## config.mk

```make
export PLATFORM = sky130hd
export DESIGN_NAME = hit_judge_multi
export DESIGN_NICKNAME = d
export VERILOG_FILES = /design/src/rtl/hit_pkg.sv /design/src/rtl/judge_lane.sv /design/src/rtl/hit_judge_multi.sv
export SDC_FILE = /design/constraint.sdc
export NUM_CORES = 1
export LEC_CHECK = 0
export ABC_CLOCK_PERIOD_IN_PS = 3400
export CAP_MARGIN = 15
export CORE_UTILIZATION = 51
export DETAILED_ROUTE_END_ITERATION = 7
export HOLD_SLACK_MARGIN = 0.06
export PLACE_DENSITY_LB_ADDON = 0.08
export REMOVE_ABC_BUFFERS = 1
export SLEW_MARGIN = 20
export SYNTH_ARGS = -nofsm -noshare
export SYNTH_HDL_FRONTEND = slang
export SYNTH_SLANG_ARGS = --single-unit
```

## constraint.sdc

```tcl
create_clock -name clk -period 3.4 [get_ports clk]
set_input_delay 0.34 -clock clk [delete_from_list [all_inputs] [get_ports clk]]
set_output_delay 0.34 -clock clk [all_outputs]
set_load 0.05 [all_outputs]
```

## src/rtl/hit_pkg.sv

```systemverilog
// hit_pkg: shared definitions for the rhythm-game hit judge.
//   score_t          2-bit judgement code carried from lanes to the score output
//   SCORE_*          judgement code values
//   DEF_*            default timing-window offsets
//   lane_w()         width of a lane index (never below 1 bit)
package hit_pkg;

  typedef logic [1:0] score_t;

  localparam score_t SCORE_PERFECT = 2'b11;
  localparam score_t SCORE_LATE    = 2'b10;
  localparam score_t SCORE_EARLY   = 2'b01;
  localparam score_t SCORE_NONE    = 2'b00;

  localparam int DEF_EARLY_OFF = 1;
  localparam int DEF_PERF_LO   = 2;
  localparam int DEF_PERF_HI   = 4;
  localparam int DEF_LATE_OFF  = 5;
  localparam int DEF_MISS_OFF  = 6;

  function automatic int lane_w(input int n);
    return (n > 1) ? $clog2(n) : 1;
  endfunction

endpackage

```

## src/rtl/judge_lane.sv

```systemverilog
// judge_lane: one button/note lane.
//   Detects button presses, classifies the note offset into a judgement,
//   generates the auto-miss, and holds the result in a one-deep pending
//   register until the top level drains it.
// Ports:
//   clk, rst        clock, asynchronous active-high reset
//   btn             debounced button level for this lane
//   note_present    a note sits in this lane's judge zone
//   offset          unsigned position of that note
//   drain           top level takes the pending result at this edge
//   delete_note     one-cycle pulse after a judged event
//   pend_valid      pending result is waiting to be drained
//   pend_code       pending judgement code
//   ovf_evt         a new event is about to overwrite an undrained result
module judge_lane
  import hit_pkg::*;
#(
  parameter int OFF_W     = 3,
  parameter int EARLY_OFF = DEF_EARLY_OFF,
  parameter int PERF_LO   = DEF_PERF_LO,
  parameter int PERF_HI   = DEF_PERF_HI,
  parameter int LATE_OFF  = DEF_LATE_OFF,
  parameter int MISS_OFF  = DEF_MISS_OFF
) (
  input  logic             clk,
  input  logic             rst,
  input  logic             btn,
  input  logic             note_present,
  input  logic [OFF_W-1:0] offset,
  input  logic             drain,
  output logic             delete_note,
  output logic             pend_valid,
  output score_t           pend_code,
  output logic             ovf_evt
);

  // Window bounds are compared at the offset width, so wider parameter
  // values wrap rather than silently never matching.
  localparam logic [OFF_W-1:0] EARLY_T = OFF_W'(EARLY_OFF);
  localparam logic [OFF_W-1:0] PLO_T   = OFF_W'(PERF_LO);
  localparam logic [OFF_W-1:0] PHI_T   = OFF_W'(PERF_HI);
  localparam logic [OFF_W-1:0] LATE_T  = OFF_W'(LATE_OFF);
  localparam logic [OFF_W-1:0] MISS_T  = OFF_W'(MISS_OFF);

  logic   btn_q;
  logic   press;
  logic   judged;
  score_t hit_code;
  score_t new_code;

  assign press = btn & ~btn_q;

  // PERFECT window takes precedence if a misconfigured window overlaps
  // the LATE or EARLY offsets.
  always_comb begin
    hit_code = SCORE_NONE;
    if (offset >= PLO_T && offset <= PHI_T) hit_code = SCORE_PERFECT;
    else if (offset == LATE_T)              hit_code = SCORE_LATE;
    else if (offset == EARLY_T)             hit_code = SCORE_EARLY;
  end

  // A press on a present note is judged by its offset; an unpressed note
  // that reaches the miss offset is judged NONE.
  assign judged   = note_present & (press | (offset == MISS_T));
  assign new_code = press ? hit_code : SCORE_NONE;
  assign ovf_evt  = judged & pend_valid & ~drain;

  // Load beats drain when both happen at the same edge.
  always_ff @(posedge clk or posedge rst) begin
    if (rst) begin
      btn_q       <= 1'b0;
      delete_note <= 1'b0;
      pend_valid  <= 1'b0;
      pend_code   <= SCORE_NONE;
    end else begin
      btn_q       <= btn;
      delete_note <= judged;
      if (judged) begin
        pend_valid <= 1'b1;
        pend_code  <= new_code;
      end else if (drain) begin
        pend_valid <= 1'b0;
      end
    end
  end

endmodule

```

## src/rtl/hit_judge_multi.sv

```systemverilog
// hit_judge_multi: multi-lane hit judge with a shared score output.
//   Each lane judges its own presses and auto-misses into a one-deep pending
//   register. Every cycle the lowest-numbered pending lane is drained onto
//   score/score_lane with a score_valid pulse, and the combo counters are
//   updated from the drained code.
// Ports:
//   clk, rst       clock, asynchronous active-high reset
//   btn            debounced button levels, bit i = lane i
//   note_present   note in judge zone, bit i = lane i
//   offset         per-lane note offsets, lane i at [i*OFF_W +: OFF_W]
//   delete_note    per-lane one-cycle pulse: remove the judged note
//   score_valid    one-cycle pulse: score/score_lane/combo just updated
//   score          11 PERFECT, 10 LATE, 01 EARLY, 00 NONE/MISS
//   score_lane     lane of the current score
//   combo          consecutive non-miss count, saturating
//   max_combo      highest combo since reset
//   overflow       sticky: an undrained result was overwritten
module hit_judge_multi
  import hit_pkg::*;
#(
  parameter int N_LANES   = 2,
  parameter int OFF_W     = 3,
  parameter int EARLY_OFF = DEF_EARLY_OFF,
  parameter int PERF_LO   = DEF_PERF_LO,
  parameter int PERF_HI   = DEF_PERF_HI,
  parameter int LATE_OFF  = DEF_LATE_OFF,
  parameter int MISS_OFF  = DEF_MISS_OFF,
  parameter int CW        = 8,
  localparam int LW       = lane_w(N_LANES)
) (
  input  logic                     clk,
  input  logic                     rst,
  input  logic [N_LANES-1:0]       btn,
  input  logic [N_LANES-1:0]       note_present,
  input  logic [N_LANES*OFF_W-1:0] offset,
  output logic [N_LANES-1:0]       delete_note,
  output logic                     score_valid,
  output score_t                   score,
  output logic [LW-1:0]            score_lane,
  output logic [CW-1:0]            combo,
  output logic [CW-1:0]            max_combo,
  output logic                     overflow
);

  localparam logic [CW-1:0] COMBO_MAX = {CW{1'b1}};

  logic [N_LANES-1:0] pend_valid;
  score_t             pend_code [N_LANES];
  logic [N_LANES-1:0] drain_vec;
  logic [N_LANES-1:0] ovf_evt;
  logic               drain_any;
  logic [LW-1:0]      drain_idx;
  score_t             drain_code;
  logic [CW-1:0]      combo_next;

  for (genvar g = 0; g < N_LANES; g++) begin : g_lane
    judge_lane #(
      .OFF_W    (OFF_W),
      .EARLY_OFF(EARLY_OFF),
      .PERF_LO  (PERF_LO),
      .PERF_HI  (PERF_HI),
      .LATE_OFF (LATE_OFF),
      .MISS_OFF (MISS_OFF)
    ) u_lane (
      .clk         (clk),
      .rst         (rst),
      .btn         (btn[g]),
      .note_present(note_present[g]),
      .offset      (offset[g*OFF_W +: OFF_W]),
      .drain       (drain_vec[g]),
      .delete_note (delete_note[g]),
      .pend_valid  (pend_valid[g]),
      .pend_code   (pend_code[g]),
      .ovf_evt     (ovf_evt[g])
    );
  end

  // Fixed priority: the lowest-index valid lane wins the single drain slot.
  always_comb begin
    drain_any  = 1'b0;
    drain_idx  = '0;
    drain_code = SCORE_NONE;
    drain_vec  = '0;
    for (int i = 0; i < N_LANES; i++) begin
      if (pend_valid[i] && !drain_any) begin
        drain_any    = 1'b1;
        drain_idx    = LW'(i);
        drain_code   = pend_code[i];
        drain_vec[i] = 1'b1;
      end
    end
  end

  always_comb begin
    combo_next = '0;
    if (drain_code != SCORE_NONE)
      combo_next = (combo == COMBO_MAX) ? combo : combo + CW'(1);
  end

  always_ff @(posedge clk or posedge rst) begin
    if (rst) begin
      score_valid <= 1'b0;
      score       <= SCORE_NONE;
      score_lane  <= '0;
      combo       <= '0;
      max_combo   <= '0;
      overflow    <= 1'b0;
    end else begin
      score_valid <= drain_any;
      if (drain_any) begin
        score      <= drain_code;
        score_lane <= drain_idx;
        combo      <= combo_next;
        if (combo_next > max_combo) max_combo <= combo_next;
      end
      if (|ovf_evt) overflow <= 1'b1;
    end
  end

endmodule

```

# Word level (Yosys, flattened, before mapping)
# Cells that the tools add are included.
[word_totals]
output_inout_bits = 23
latch_bits = 0
ff_bits = 31
elab_cells = 69
rom_bits = 0
mem_count = 0
mem_bits_rw = 0
[op_classes]
n_bitwise = 14
n_addsub = 1
n_eq_ne = 7
n_lt_le_gt_ge = 5
muxes = 19
n_mul = 0
shift = 0
div = 0
reduce_logical = 9
[ops]
columns = ["cell", "count"]
rows = [
  ["two-way mux 2 bit", 8],
  ["two-way mux 8 bit", 2],
  ["equality test 3 bit, second input constant", 4],
  ["two-way mux 1 bit", 9],
  ["adder 8 x 1 -> 8 bit, second input constant", 1],
  ["bitwise AND 1 bit", 8],
  ["equality test 8 bit, second input constant", 1],
  ["greater-than comparator 8 bit", 1],
  ["equality test 3 x 1 -> 1 bit, second input constant", 2],
  ["greater-or-equal comparator 3 x 2 -> 1 bit, second input constant", 2],
  ["<= comparator 3 bit, second input constant", 2],
  ["nonzero test 2 bit", 3],
  ["inverter 1 bit", 4],
  ["logical AND 1 bit", 3],
  ["bitwise OR 1 bit", 2],
  ["AND reduction 2 bit", 1],
  ["OR reduction 2 bit", 1],
  ["logical NOT 1 bit", 1],
]

# Logic depth before layout (Yosys ltp)
# Gate-level depths: netlist (run 1).
[logic_depth]
word_depth = 8
mapped_depth = 12
mapped_depth_nobuf = 12

# Modules after synthesis
# A second synthesis (run 1) with hierarchy kept.
[hier_totals]
cells_unflattened = 169
hier_area_um2 = 1767.9
[by_module_without_submodules]
columns = ["module", "cells_per_inst", "n_inst", "seq_area_each_um2", "area_each_um2"]
rows = [
  ["hit_judge_multi", 121, 1, 525.5, 1267.5],
  ["judge_lane", 24, 2, 125.1, 250.2],
]

# Worst setup path before layout (run 1)
# No wires, ideal clock.
[synth_timing]
path_kind = "reg-to-reg"
start = "register combo[0]"
end = "register max_combo[4]"
required_time_ns = 3.275
arrival_time_ns = 2.890
path_slack_ns = 0.385
stages_incl_launch_ff = 12
setup_ns = 0.125
path_cell_list = "dfrtp_1 > ha_1 > nand3_1 > nor2_2 > mux2i_1 > nor2_1 > ha_1 > nor2b_1 > o211ai_2 > a211oi_2 > a21oi_4 > mux2_4"
[synth_via]
elab_chain_len = 5
[synth_rtl]
columns = ["item", "line", "rtl"]
rows = [
  ["start, declared", "hit_judge_multi.sv:40", "output logic [CW-1:0] combo,"],
  ["start signal, assigned", "hit_judge_multi.sv:113", "combo <= combo_next;"],
  ["adder 8 x 1 -> 8 bit / equality test 8 bit (equally long branches)", "hit_judge_multi.sv:97", "combo_next = (combo == COMBO_MAX) ? combo : combo + CW'(1);"],
  ["two-way mux 8 bit *", "hit_judge_multi.sv:97", ""],
  ["two-way mux 8 bit *", "hit_judge_multi.sv:96", "if (drain_code != SCORE_NONE)"],
  ["via combo_next[1]", "hit_judge_multi.sv:54", "logic [CW-1:0] combo_next;"],
  ["greater-than comparator 8 bit *", "hit_judge_multi.sv:114", "if (combo_next > max_combo) max_combo <= combo_next;"],
  ["AND reduction 2 bit (no source line) *", "--", ""],
  ["end signal, assigned", "hit_judge_multi.sv:114", ""],
  ["end, declared", "hit_judge_multi.sv:41", "output logic [CW-1:0] max_combo,"],
]
# Mark *: on every way through the listed nets, which the timed path passes. The rest lies on a longest branch.
# A chain may end at the register's enable or synchronous reset.

# Worst setup path in the final report (run 1)
[layout_timing]
start = "register combo[0]"
end = "register max_combo[5]"
# Same word-level chain as after synthesis.

==> flow_metrics.py, run 1 <==
metrics = {
    "sta": {
        "worst_pin_slew_ps": 769,
        "timing_hold_violations_final": 0,
        "fin_tns_setup_ps": 0,
        "post-route-min-period_ps": 2940,
        "setup_slack_ps": 461,
        "finClkSkew_ps": 3.19,
        "rsz0062_at_grt": "no",
        "finalSetupViolations": 0,
        "slew_headroom_pct": 48.7,
        "fmax_mhz": 340,
        "finalMaxSlewViolations": 0,
        "post-route-period-util_pct": 86.4,
    },
    "cts": {
        "clk_latency_ps": 330,
        "htree_levels": 2,
        "cts_sinks": 31,
        "cts_buffers": 5,
        "ctsResizeCount": 0,
        "cts_setup_buffers": 0,
        "cts_max_path_buffers": 2,
        "clock-root-buffer": "clkbuf_4",
        "cts_tree": "yes",
        "hold_buffers": 0,
        "clkTransAtPathRegs_ps": 90,
    },
    "power": {
        "p_int_uw": 750,
        "power_frac_clock_pct": 25.6,
        "sw_frac_of_total_pct": 35.7,
        "p_switching_uw": 417,
        "p_per_area_nw_per_um2": 531,
        "p_leak_nw": 1.07,
        "p_seq_share_pct": 39.1,
        "power_frac_comb_pct": 35.4,
        "peakVddDrop_mv": 0.365,
    },
    "die": {
        "rows": 21,
        "core_um2": 3340,
        "die-area_um2": 3720,
        "dieHeight_um": 61,
        "start_util_pct": 53.2,
        "pin_count": 35,
        "fp.dieW_um": 61,
    },
    "synthesis": {
        "ys_types": 39,
        "ys_seq_area_share_pct": 43.7,
        "synth_top_area_share_pct": 43.7,
        "ys_warn_count": 0,
        "synth_edf_count": 0,
        "synth_ff_type": "dfrtp_1",
        "synth.area.top_cells": "dfrtp_1 44%, ha_1 7.8%, mux2_4 6.8%",
        "avgSynthCellArea_um2": 11.1,
        "syn_area_um2": 1780,
        "ys_ff_latch": 31,
        "synthCells": 160,
        "synth-async-reset-ratio_pct": 100,
        "yosysTopAreaCell": "dfrtp_1",
    },
    "global_routing": {
        "grt_max_degree": 22,
        "grt_overflow": 0,
        "antenna_found_initial": 0,
        "grtUsageTotal_pct": 19.8,
        "grt_pass1_vias": 1171,
        "grt_pass1_wl_um": 5290,
    },
    "drt": {
        "vias_per_cell": 5.32,
        "drt_first_pass_iters": 4,
        "antenna_left": 0,
        "drt-initial-drc-count": 22,
        "via_count": 1288,
        "drt_wl_total_um": 3060,
        "drc": 0,
        "avgRoutedWirePerCell_um": 12.6,
    },
    "setup_path": {
        "cp-start-kind": "flop",
        "worst_setup_path_end_kind": "flop",
        "crit_fanout": 8,
        "worstSetupPathType": "flop to flop",
        "cp.arrival_ps": 3160,
        "critical_path_required_ps": 3620,
    },
    "placement": {
        "pre_cts_slack_ps": 488,
        "place_congestion": 0.942,
        "placed_cells": 234,
        "hpwl_um": 2390,
        "port_buffers": 34,
        "place_area_um2": 2110,
    },
    "min_path": {
        "hp-class": "primary input to async pin",
    },
    "layout": {
        "design_area_um2": 2200,
        "syn2layout_area_growth_pct": 23.9,
        "layout-drive-gt1-share_pct": 17.9,
        "fin_cells": 242,
        "finalNetCount": 218,
        "insertedDiodeCount": 0,
    },
    "status": {
        "status": "completed",
    },
    "job": {
        "max_cap_viol_count": 0,
    },
}
[per-layer routing]
layer  GRT usage [%]  vias up  part of all wire (%)
met1            23.6      620                    45
li1                -      633                     -
met5               0        -                     0
met3            6.82        6                   4.1
met4            8.77        0                   1.9
met2            32.5       29                    49
[final cells by class]
class / count / area, um^2
sequential: 31 / 776
timing repair buffer: 35 / 348
clock buffer: 6 / 51.3
multi-input combinational: 104 / 862
clock inverter: 2 / 35.0
fill: 281 / 1140
inverter: 18 / 70.1
tap: 46 / 57.6
[cell usage in the layout, fill, tap and decap left out, drive strengths merged]
cell type	Yosys	final
a211oi	1	1
inv	18	18
buf	7	1
o21bai	1	1
and2	1	1
nand3	5	5
and4	1	1
mux2	8	8
and3	1	1
a31oi	2	2
bufinv	0	1
o21a	1	1
clkdlybuf4s50	0	34
a21o	8	8
o21ai	9	9
mux2i	5	5
nand4	4	4
nor3	6	6
a32o	3	3
nor2	15	15
nor2b	3	3
o211ai	1	1
nand2	8	8
dfrtp	31	31
xor2	1	1
a311oi	1	1
a41oi	1	1
ha	11	11
clkbuf	0	6
clkinv	0	1
a21oi	6	6
nor3b	1	1
[flip-flops by register name (all words and copies together), names as in the netlist]
signal / count
max_combo: 8
g_lane.u_lane.btn_q: 2
score_valid: 1
overflow: 1
g_lane.u_lane.pend_code: 4
score_lane: 1
combo: 8
score: 2
g_lane.u_lane.pend_valid: 2
g_lane.u_lane.delete_note: 2
[synth_stat cells (3+ instances only)]
| cell type | instances |
|---|---|
| nor3_2 | 4 |
| a21o_1 | 8 |
| inv_1 | 17 |
| mux2i_1 | 5 |
| a21oi_1 | 5 |
| buf_4 | 3 |
| o21ai_0 | 6 |
| mux2_4 | 8 |
| buf_6 | 4 |
| a32o_1 | 3 |
| nand4_1 | 3 |
| nor2_1 | 13 |
| dfrtp_1 | 31 |
| ha_1 | 11 |
| nor2b_1 | 3 |
| nand3_1 | 4 |
| nand2_1 | 7 |
[critical path, cell delays in order (launching register included)]
cell	delay [ps]
dfrtp_1	420
ha_1	340
nand3_1	160
nor2_2	210
mux2i_1	100
nor2_1	210
ha_1	290
nor2b_1	150
o211ai_2	160
a211oi_2	110
a21oi_4	350
mux2_4	340
[metrics by stage]
stage / util (%) / hold WS (ps) / power (mW)
2_1_floorplan: - / 371 / 0.755
3_3_place_gp: 63.3 / 458 / 0.869
3_5_place_dp: 63.3 / 461 / 0.876
4_1_cts: 65.9 / 451 / 1.18
5_1_grt: 65.9 / 452 / 1.24
6_report: 65.9 / 441 / 1.17
[final timing paths]
path                               start                           end  slack, ps  cells after the start
max in group asynchronous            rst                      combo[4]       2320                      3
worst max register to register  combo[0]                  max_combo[5]        460                     11
worst min register to register  overflow                      overflow        480                      1
worst min-delay path                 rst  g_lane[1].u_lane.delete_note        440                      2
min in group clk                  btn[0]        g_lane[0].u_lane.btn_q        460                      1
worst max-delay path            combo[0]                  max_combo[5]        460                     11
[logic make-up (layout without fill, tap and decap cells)]
group                    Yosys count  in the layout  synth area share (%)
adder cells (fa/ha/maj)           11             11                  7.75
AND/OR/NAND/NOR                   45             45                  15.9
multiplexers                      13             13                  9.58
AO/OA/AOI/OAI                     34             34                  14.9
flip-flops                        31             31                  43.7
XOR/XNOR                           1              1                 0.493
buffers and inverters             25             61                  7.75
[power groups by stage]
stage | logic, mW | registers, mW | clock network [mW]
2_1_floorplan | 0.179 | 0.575 | 0
4_1_cts | 0.416 | 0.457 | 0.309
5_1_grt | 0.444 | 0.464 | 0.329
6_report | 0.413 | 0.456 | 0.299
3_3_place_gp | 0.407 | 0.462 | 0
3_5_place_dp | 0.412 | 0.464 | 0
Note: power is estimated with default switching activity, not from simulation.
==> inputs of run 2 (changes only) <==
Settings changed: CTS_CLUSTER_DIAMETER set to 120.
==> results of run 2 <==
Final layout, timing and power as in run 1 (identical DEF).
==> inputs of run 3 (changes only) <==
Settings changed: CORE_UTILIZATION 51 to 45.
==> run 3 against run 2 <==
Against the previous run: via count is 0.70% lower; utilization is 5.4 points lower; non-clock buffer count stayed put; final cell count is 0.83% higher; worst hold slack better by 8.9 ps; sequential power is 0.9% higher; highest routed layer unchanged; die area is 13% higher.
==> flow_metrics.py, run 3 (synthesis results as in run 1) <==
metrics = {
    "sta": {
        "hold_slack_ps": 450,
        "post-route-min-period_ps": 2940,
        "post-route-period-util_pct": 86.4,
        "fmax_mhz": 340,
        "fin_tns_setup_ps": 0,
        "finalSetupViolations": 0,
        "finClkSkew_ps": 3.15,
        "worst_pin_slew_ps": 562,
        "rsz0062_at_grt": "no",
        "timing_hold_violations_final": 0,
        "finalMaxSlewViolations": 0,
        "slew_headroom_pct": 62.1,
    },
    "layout": {
        "fin_cells": 244,
        "fill_cells": 328,
        "design_area_um2": 2250,
        "multiInputGateArea_um2": 862,
        "top_regs": "combo (8), max_combo (8), g_lane.u_lane.pend_code (4)",
        "finish.utilization_pct": 60.5,
        "most-common-layout-cells": "34 x clkdlybuf4s50_1, 31 x dfrtp_1, 17 x inv_1",
        "layout-drive-gt1-share_pct": 17.3,
        "insertedDiodeCount": 0,
        "mostFrequentLayoutCell": "clkdlybuf4s50_1",
        "syn2layout_area_growth_pct": 26.6,
        "finalNetCount": 218,
        "regArea_um2": 776,
    },
    "status": {
        "status": "completed",
    },
    "cts": {
        "ctsResizeCount": 0,
        "clkTransAtPathRegs_ps": 70,
        "cts_tree": "yes",
        "htree_levels": 2,
        "clk_latency_ps": 280,
        "cts_max_path_buffers": 2,
        "cts_setup_buffers": 0,
        "cts_buffers": 5,
        "clock-root-buffer": "clkbuf_8",
        "hold_buffers": 0,
        "cts_sinks": 31,
    },
    "setup_path": {
        "critPathTopFamily": "simple AND/OR/NAND/NOR gates",
        "crit_start": "combo[0]",
        "cp-start-kind": "flop",
        "slowest_stage": "dfrtp_1",
        "critical_path_required_ps": 3570,
        "cp.buffers_inverters": 0,
        "cp.arrival_ps": 3100,
        "rr_startpoint": "combo[0]",
        "slowest_delay_ps": 420,
        "cpMostUsedCell": "ha_1",
        "worst_setup_path_end_kind": "flop",
        "path_cells": "ha_1 -> nand3_1 -> nor2_2 -> mux2i_1 -> nor2_1 -> ha_1 -> nor2b_1 -> o211ai_2 -> a211oi_2 -> a21oi_4 -> mux2_4",
        "worstSetupPathType": "flop to flop",
        "crit_fanout": 8,
    },
    "power": {
        "p_per_area_nw_per_um2": 577,
        "peakVddDrop_mv": 0.392,
        "power_frac_comb_pct": 31.5,
        "p_leak_nw": 1.09,
        "power_frac_clock_pct": 33.1,
        "p_int_uw": 870,
        "p_seq_share_pct": 35.4,
        "sw_frac_of_total_pct": 33.0,
        "p_switching_uw": 428,
    },
    "drt": {
        "via_count": 1279,
        "vias_per_cell": 5.24,
        "drt_first_pass_iters": 4,
        "antenna_left": 0,
        "drc": 0,
        "avgRoutedWirePerCell_um": 13.3,
        "drt_wl_total_um": 3250,
        "drt-initial-drc-count": 38,
    },
    "global_routing": {
        "grt_pass1_wl_um": 5850,
        "grt_max_degree": 32,
        "grt_overflow": 0,
        "grtUsageTotal_pct": 18.8,
        "antenna_found_initial": 0,
        "grt_pass1_vias": 1352,
    },
    "die": {
        "dieHeight_um": 64.8,
        "start_util_pct": 47.8,
        "die-area_um2": 4200,
        "pin_count": 35,
        "rows": 22,
        "core_um2": 3720,
        "fp.dieW_um": 64.8,
    },
    "placement": {
        "hpwl_um": 2480,
        "place_area_um2": 2120,
        "place_congestion": 0.773,
        "port_buffers": 34,
        "placed_cells": 236,
    },
    "job": {
        "max_cap_viol_count": 0,
    },
    "min_path": {
        "hp-class": "primary input to async pin",
    },
}
## run 3: changes by cell type in the layout (fill, tap and decap cells not counted), sizes merged
cell	previous run	this run
bufinv	1	2
clkinv	1	0
## run 3: final timing paths
path | end | slack, ps | cells after the start
worst min register to register | overflow | 480 | 1
worst max register to register | max_combo[7] | 460 | 11
worst max-delay path | max_combo[7] | 460 | 11
worst min-delay path | g_lane[1].u_lane.delete_note | 450 | 3
min in group clk | overflow | 480 | 1
max in group asynchronous | combo[6] | 2660 | 3
## run 3: power groups by stage
stage / clock [mW] / combinational (mW) / sequential, mW
after floorplan: 0 / 0.179 / 0.575
after global placement: 0 / 0.406 / 0.465
after detailed placement: 0 / 0.412 / 0.467
after CTS: 0.440 / 0.413 / 0.461
after global routing: 0.458 / 0.439 / 0.467
final: 0.429 / 0.409 / 0.460
## run 3: area by class of cell
cell class                 count  share of cell area (%)
multi-input combinational    104                    38.3
sequential                    31                    34.5
timing repair buffer          35                    15.5
clock buffer                   6                    3.23
inverter                      18                    3.12
clock inverter                 2                    2.67
tap                           48                    2.67
## run 3: metal layers
metal / part of all wire [%] / global-route usage [%] / routed length [um] / up-vias
li1: - / - / - / 629
met1: 42 / 20.1 / 1370 / 621
met2: 53 / 33.5 / 1730 / 24
met3: 3.0 / 4.75 / 96 / 5
met4: 1.5 / 10.0 / 49 / 0
met5: 0 / 0 / 0 / -
## run 3: through the flow
stage                     power, mW  setup WS [ps]
after global routing           1.36            266
after CTS                      1.31            478
after detailed placement      0.879            485
final                          1.30            463
after floorplan               0.755            385
after global placement        0.871            542
## run 3: worst reg2reg max path, cell delays in order, from the launching register on
cell	delay [ps]
dfrtp_1	420
ha_1	340
nand3_1	160
nor2_2	210
mux2i_1	100
nor2_1	250
ha_1	300
nor2b_1	140
o211ai_2	140
a211oi_2	110
a21oi_4	330
mux2_4	340
==> RTL change 1, RTL diff (flow settings as in run 3) <==
Put one more register stage on the output `score_valid`, with the module's reset. The value now appears one clock later. The other outputs are not delayed to match. Comments in the files are not updated.
--- a/src/rtl/hit_judge_multi.sv
+++ b/src/rtl/hit_judge_multi.sv
@@ -44,4 +44,6 @@
 
   localparam logic [CW-1:0] COMBO_MAX = {CW{1'b1}};
+
+  logic score_valid_s0;
 
   logic [N_LANES-1:0] pend_valid;
@@ -100,5 +102,5 @@
   always_ff @(posedge clk or posedge rst) begin
     if (rst) begin
-      score_valid <= 1'b0;
+      score_valid_s0 <= 1'b0;
       score       <= SCORE_NONE;
       score_lane  <= '0;
@@ -107,5 +109,5 @@
       overflow    <= 1'b0;
     end else begin
-      score_valid <= drain_any;
+      score_valid_s0 <= drain_any;
       if (drain_any) begin
         score      <= drain_code;
@@ -118,4 +120,12 @@
   end
 
+  always_ff @(posedge clk or posedge rst) begin
+    if (rst) begin
+      score_valid <= '0;
+    end else begin
+      score_valid <= score_valid_s0;
+    end
+  end
+
 endmodule
 
Behaviour: not the same (Yosys sat finds a counterexample within 4 cycles, from zero or initial values and one cycle with rst high).
==> RTL change 1 against run 3 <==
- synthesized cell count grew 0.63%
- cell area decreased by 1.3%
- critical path type unchanged
- worst setup slack worse by 0.025 ns
- area after synthesis grew 1.4%
- wire length grew 3.6%
- total power fell by 11%
- sequential cell count up 1
==> RTL change 1: results <==
set metrics [dict create \
    clock_skew_ns 0.00715 \
    status "complete, no violations" \
    nets 219 \
    p_leak_uw 0.00108 \
    worst_pin_slew_ns 0.574 \
    grt_max_degree 20 \
    crit_path_start_kind "register" \
    place_worst_setup_slack_ns 0.460 \
    cts_max_level 2 \
    cp_data_arrival_time_ns 3.13 \
    antenna_found_initial 0 \
    ir_worst_vdd_v 0.000423 \
    grt_pass1_wl_um 5690 \
    r2r_start "combo[0]$_DFFE_PP0P_" \
    r2r_setup_slack_ns 0.44 \
    routabilityCongestion 0.754 \
    drt_iter0_markers 26 \
    largestRegisters "combo (8), max_combo (8), g_lane.u_lane.pend_code (4)" \
    final.setup.worst_slack_ns 0.438 \
    hold_class "reg -> reg" \
    port_buffers 34 \
    endpoint "max_combo[1]$_DFFE_PP0P_" \
    cts_setup_buffers 0 \
    wl_per_cell_um 13.8 \
    yosys_warnings 0 \
    ys_top_cells_by_area "dfrtp_1 44%, ha_1 7.6%, mux2_4 6.7%" \
    via_per_inst 5.11 \
    synth_common_cells "32 x dfrtp_1, 17 x inv_1, 13 x nor2_1" \
    cts_resized 0 \
    ys_seq_area_frac 0.445 \
    dp_hpwl_um 2540 \
    drive_above_1_share 0.168 \
    clockBufferDepth 2 \
    grt_pass1_vias 1210 \
    grtUsageTotal 0.180 \
]
[RTL change 1: cell families (layout without fill, tap and decap cells)]
logic type,count (synthesis),count (layout),synth area share
adder cells (fa/ha/maj),11,11,0.0764
XOR/XNOR,1,1,0.00487
AND/OR/NAND/NOR,45,45,0.156
AO/OA/AOI/OAI,34,34,0.147
flip-flops,32,32,0.445
multiplexers,13,13,0.0945
buffers and inverters,25,60,0.0764
[RTL change 1: critical path, cell delays in order (launching register included)]
cell and delay, ns:
dfrtp_1 0.43, ha_1 0.34, nand3_1 0.15, nor2_2 0.20, mux2i_1 0.11, nor2_1 0.24
ha_1 0.30, nor2b_1 0.14, o211ai_2 0.15, a211oi_2 0.10, a21oi_4 0.34, mux2_4 0.33
[RTL change 1: power by group]
| group | internal [uW] | leakage [uW] | switching (uW) |
|---|---|---|---|
| clock | 139 | 0.0000410 | 134 |
| sequential | 426 | 0.000422 | 47.5 |
| combinational | 163 | 0.000614 | 248 |
| total | 729 | 0.00108 | 429 |
[RTL change 1: cell type report]
type,instances,area (sq um)
timing repair buffer,35,348
sequential,32,801
inverter,18,70.1
clock inverter,1,5.00
multi-input combinational,104,862
tap,48,60.1
fill,344,1530
clock buffer,6,72.6
[RTL change 1: worst min path at each step]
stage | startpoint | to | slack [ns] | depth (start not counted)
6_report | score_valid_s0$_DFF_PP0_ | score_valid$_DFF_PP0_ | 0.36 | 0
3_5_place_dp | score_valid_s0$_DFF_PP0_ | score_valid$_DFF_PP0_ | 0.35 | 0
2_1_floorplan | score_valid_s0$_DFF_PP0_ | score_valid$_DFF_PP0_ | 0.33 | 0
3_3_place_gp | score_valid_s0$_DFF_PP0_ | score_valid$_DFF_PP0_ | 0.33 | 0
5_1_grt | score_valid_s0$_DFF_PP0_ | score_valid$_DFF_PP0_ | 0.37 | 0
4_1_cts | score_valid_s0$_DFF_PP0_ | score_valid$_DFF_PP0_ | 0.37 | 0
[RTL change 1: stage by stage]
step	util	total power, uW	std cells	instance area, sq um
2_1_floorplan	-	768	154	1730
3_3_place_gp	0.572	883	237	2140
3_5_place_dp	0.572	893	237	2140
4_1_cts	0.593	1170	244	2220
5_1_grt	0.593	1220	244	2220
6_report	0.593	1160	244	2220
[RTL change 1: layer usage]
layer  up-vias  track usage  routed length, um
li1        632            -                  -
met1       580        0.243               1650
met2        31        0.273               1540
met3         5       0.0417                136
met4         0       0.0815                 45
met5         -            0                  0
==> RTL change 2, RTL diff (settings of run 3) <==
Made on the original files. `OFF_W` is set to 3 in 2 places; all go to 2.
--- a/src/rtl/judge_lane.sv
+++ b/src/rtl/judge_lane.sv
@@ -16,5 +16,5 @@
   import hit_pkg::*;
 #(
-  parameter int OFF_W     = 3,
+  parameter int OFF_W     = 2,
   parameter int EARLY_OFF = DEF_EARLY_OFF,
   parameter int PERF_LO   = DEF_PERF_LO,
--- a/src/rtl/hit_judge_multi.sv
+++ b/src/rtl/hit_judge_multi.sv
@@ -20,5 +20,5 @@
 #(
   parameter int N_LANES   = 2,
-  parameter int OFF_W     = 3,
+  parameter int OFF_W     = 2,
   parameter int EARLY_OFF = DEF_EARLY_OFF,
   parameter int PERF_LO   = DEF_PERF_LO,
Ports: changed (resized offset); port bits go from 35 to 33. The function was not compared with the original's and may differ.
==> RTL change 2 against run 3 <==
- clock skew rose by 0.0041 ns
- worst setup slack got worse by 0.22 ns
- area after synthesis fell by 8.5%
- wire length rose by 3.7%
- non-clock buffer count rose by 1
- total power fell by 17%
- sequential cell count did not move
- core utilization rose by 0.29 points
- maximum frequency fell by 7.0%
- sequential power fell by 2%
- cell area fell by 8.3%
- critical path type unchanged
- critical endpoint is now max_combo[2]$_DFFE_PP0P_
- largest cell class is now sequential cells
==> RTL change 2: results <==
set metrics [dict create \
    status "complete, no violations" \
    grt_pass1_wl_um 5360 \
    final_cells 239 \
    finalCritPeriodShare 0.929 \
    grtUsageMet2 0.353 \
    drive_above_1_share 0.114 \
    grtUsageMet3 0.0518 \
    cts_root_buffer "clkbuf_4" \
    p_leak_uw 0.000970 \
    n_fill_cell 296 \
    rr_endpoint "max_combo[2]$_DFFE_PP0P_" \
    wl_met2_um 1760 \
    rr_worst_depth 9 \
    grt_max_degree 20 \
    powerDensity_mw_per_mm2 521 \
    dp_hpwl_um 2590 \
    wirelength_met1_um 1410 \
    grtUsageTotal 0.200 \
    cp_slowest_stage_delay_ns 0.46 \
    timing.hold.ws_ns 0.301 \
    drt_iter0_markers 36 \
    routabilityCongestion 0.858 \
    grt_pass1_vias 1295 \
    via_per_inst 5.35 \
    nets 211 \
    clock_skew_ns 0.00725 \
    cp_data_arrival_time_ns 3.39 \
    synth_common_cells "31 x dfrtp_1, 14 x nand2_1, 13 x inv_1" \
    clk_pin_slew_worst_paths_ns 0.10 \
    ir_worst_vdd_v 0.000296 \
]
-- RTL change 2: cell count changes after synthesis, sizes merged, moves of 3 or more --
cell	before	now
nand3	5	2
a32o	3	0
nand2b	0	3
nor2	15	5
nand2	8	14
inv	18	13
and3	1	5
-- RTL change 2: logic make-up after synthesis --
logic type / after synthesis / synth area share
AO/OA/AOI/OAI: 39 / 0.176
adder cells (fa/ha/maj): 9 / 0.0693
buffers and inverters: 19 / 0.0547
flip-flops: 31 / 0.478
multiplexers: 10 / 0.0670
AND/OR/NAND/NOR: 47 / 0.155
-- RTL change 2: power breakdown --
group          leakage [uW]  internal [uW]  switching, uW
Clock             0.0000386            122            129
Sequential         0.000411            409           43.0
Combinational      0.000520            149            223
Total              0.000970            679            394
-- RTL change 2: area by class of cell --
class,count,share of cell area
timing repair buffer,36,0.170
inverter,13,0.0237
multi-input combinational,105,0.369
tap,46,0.0279
sequential,31,0.376
clock buffer,8,0.0334
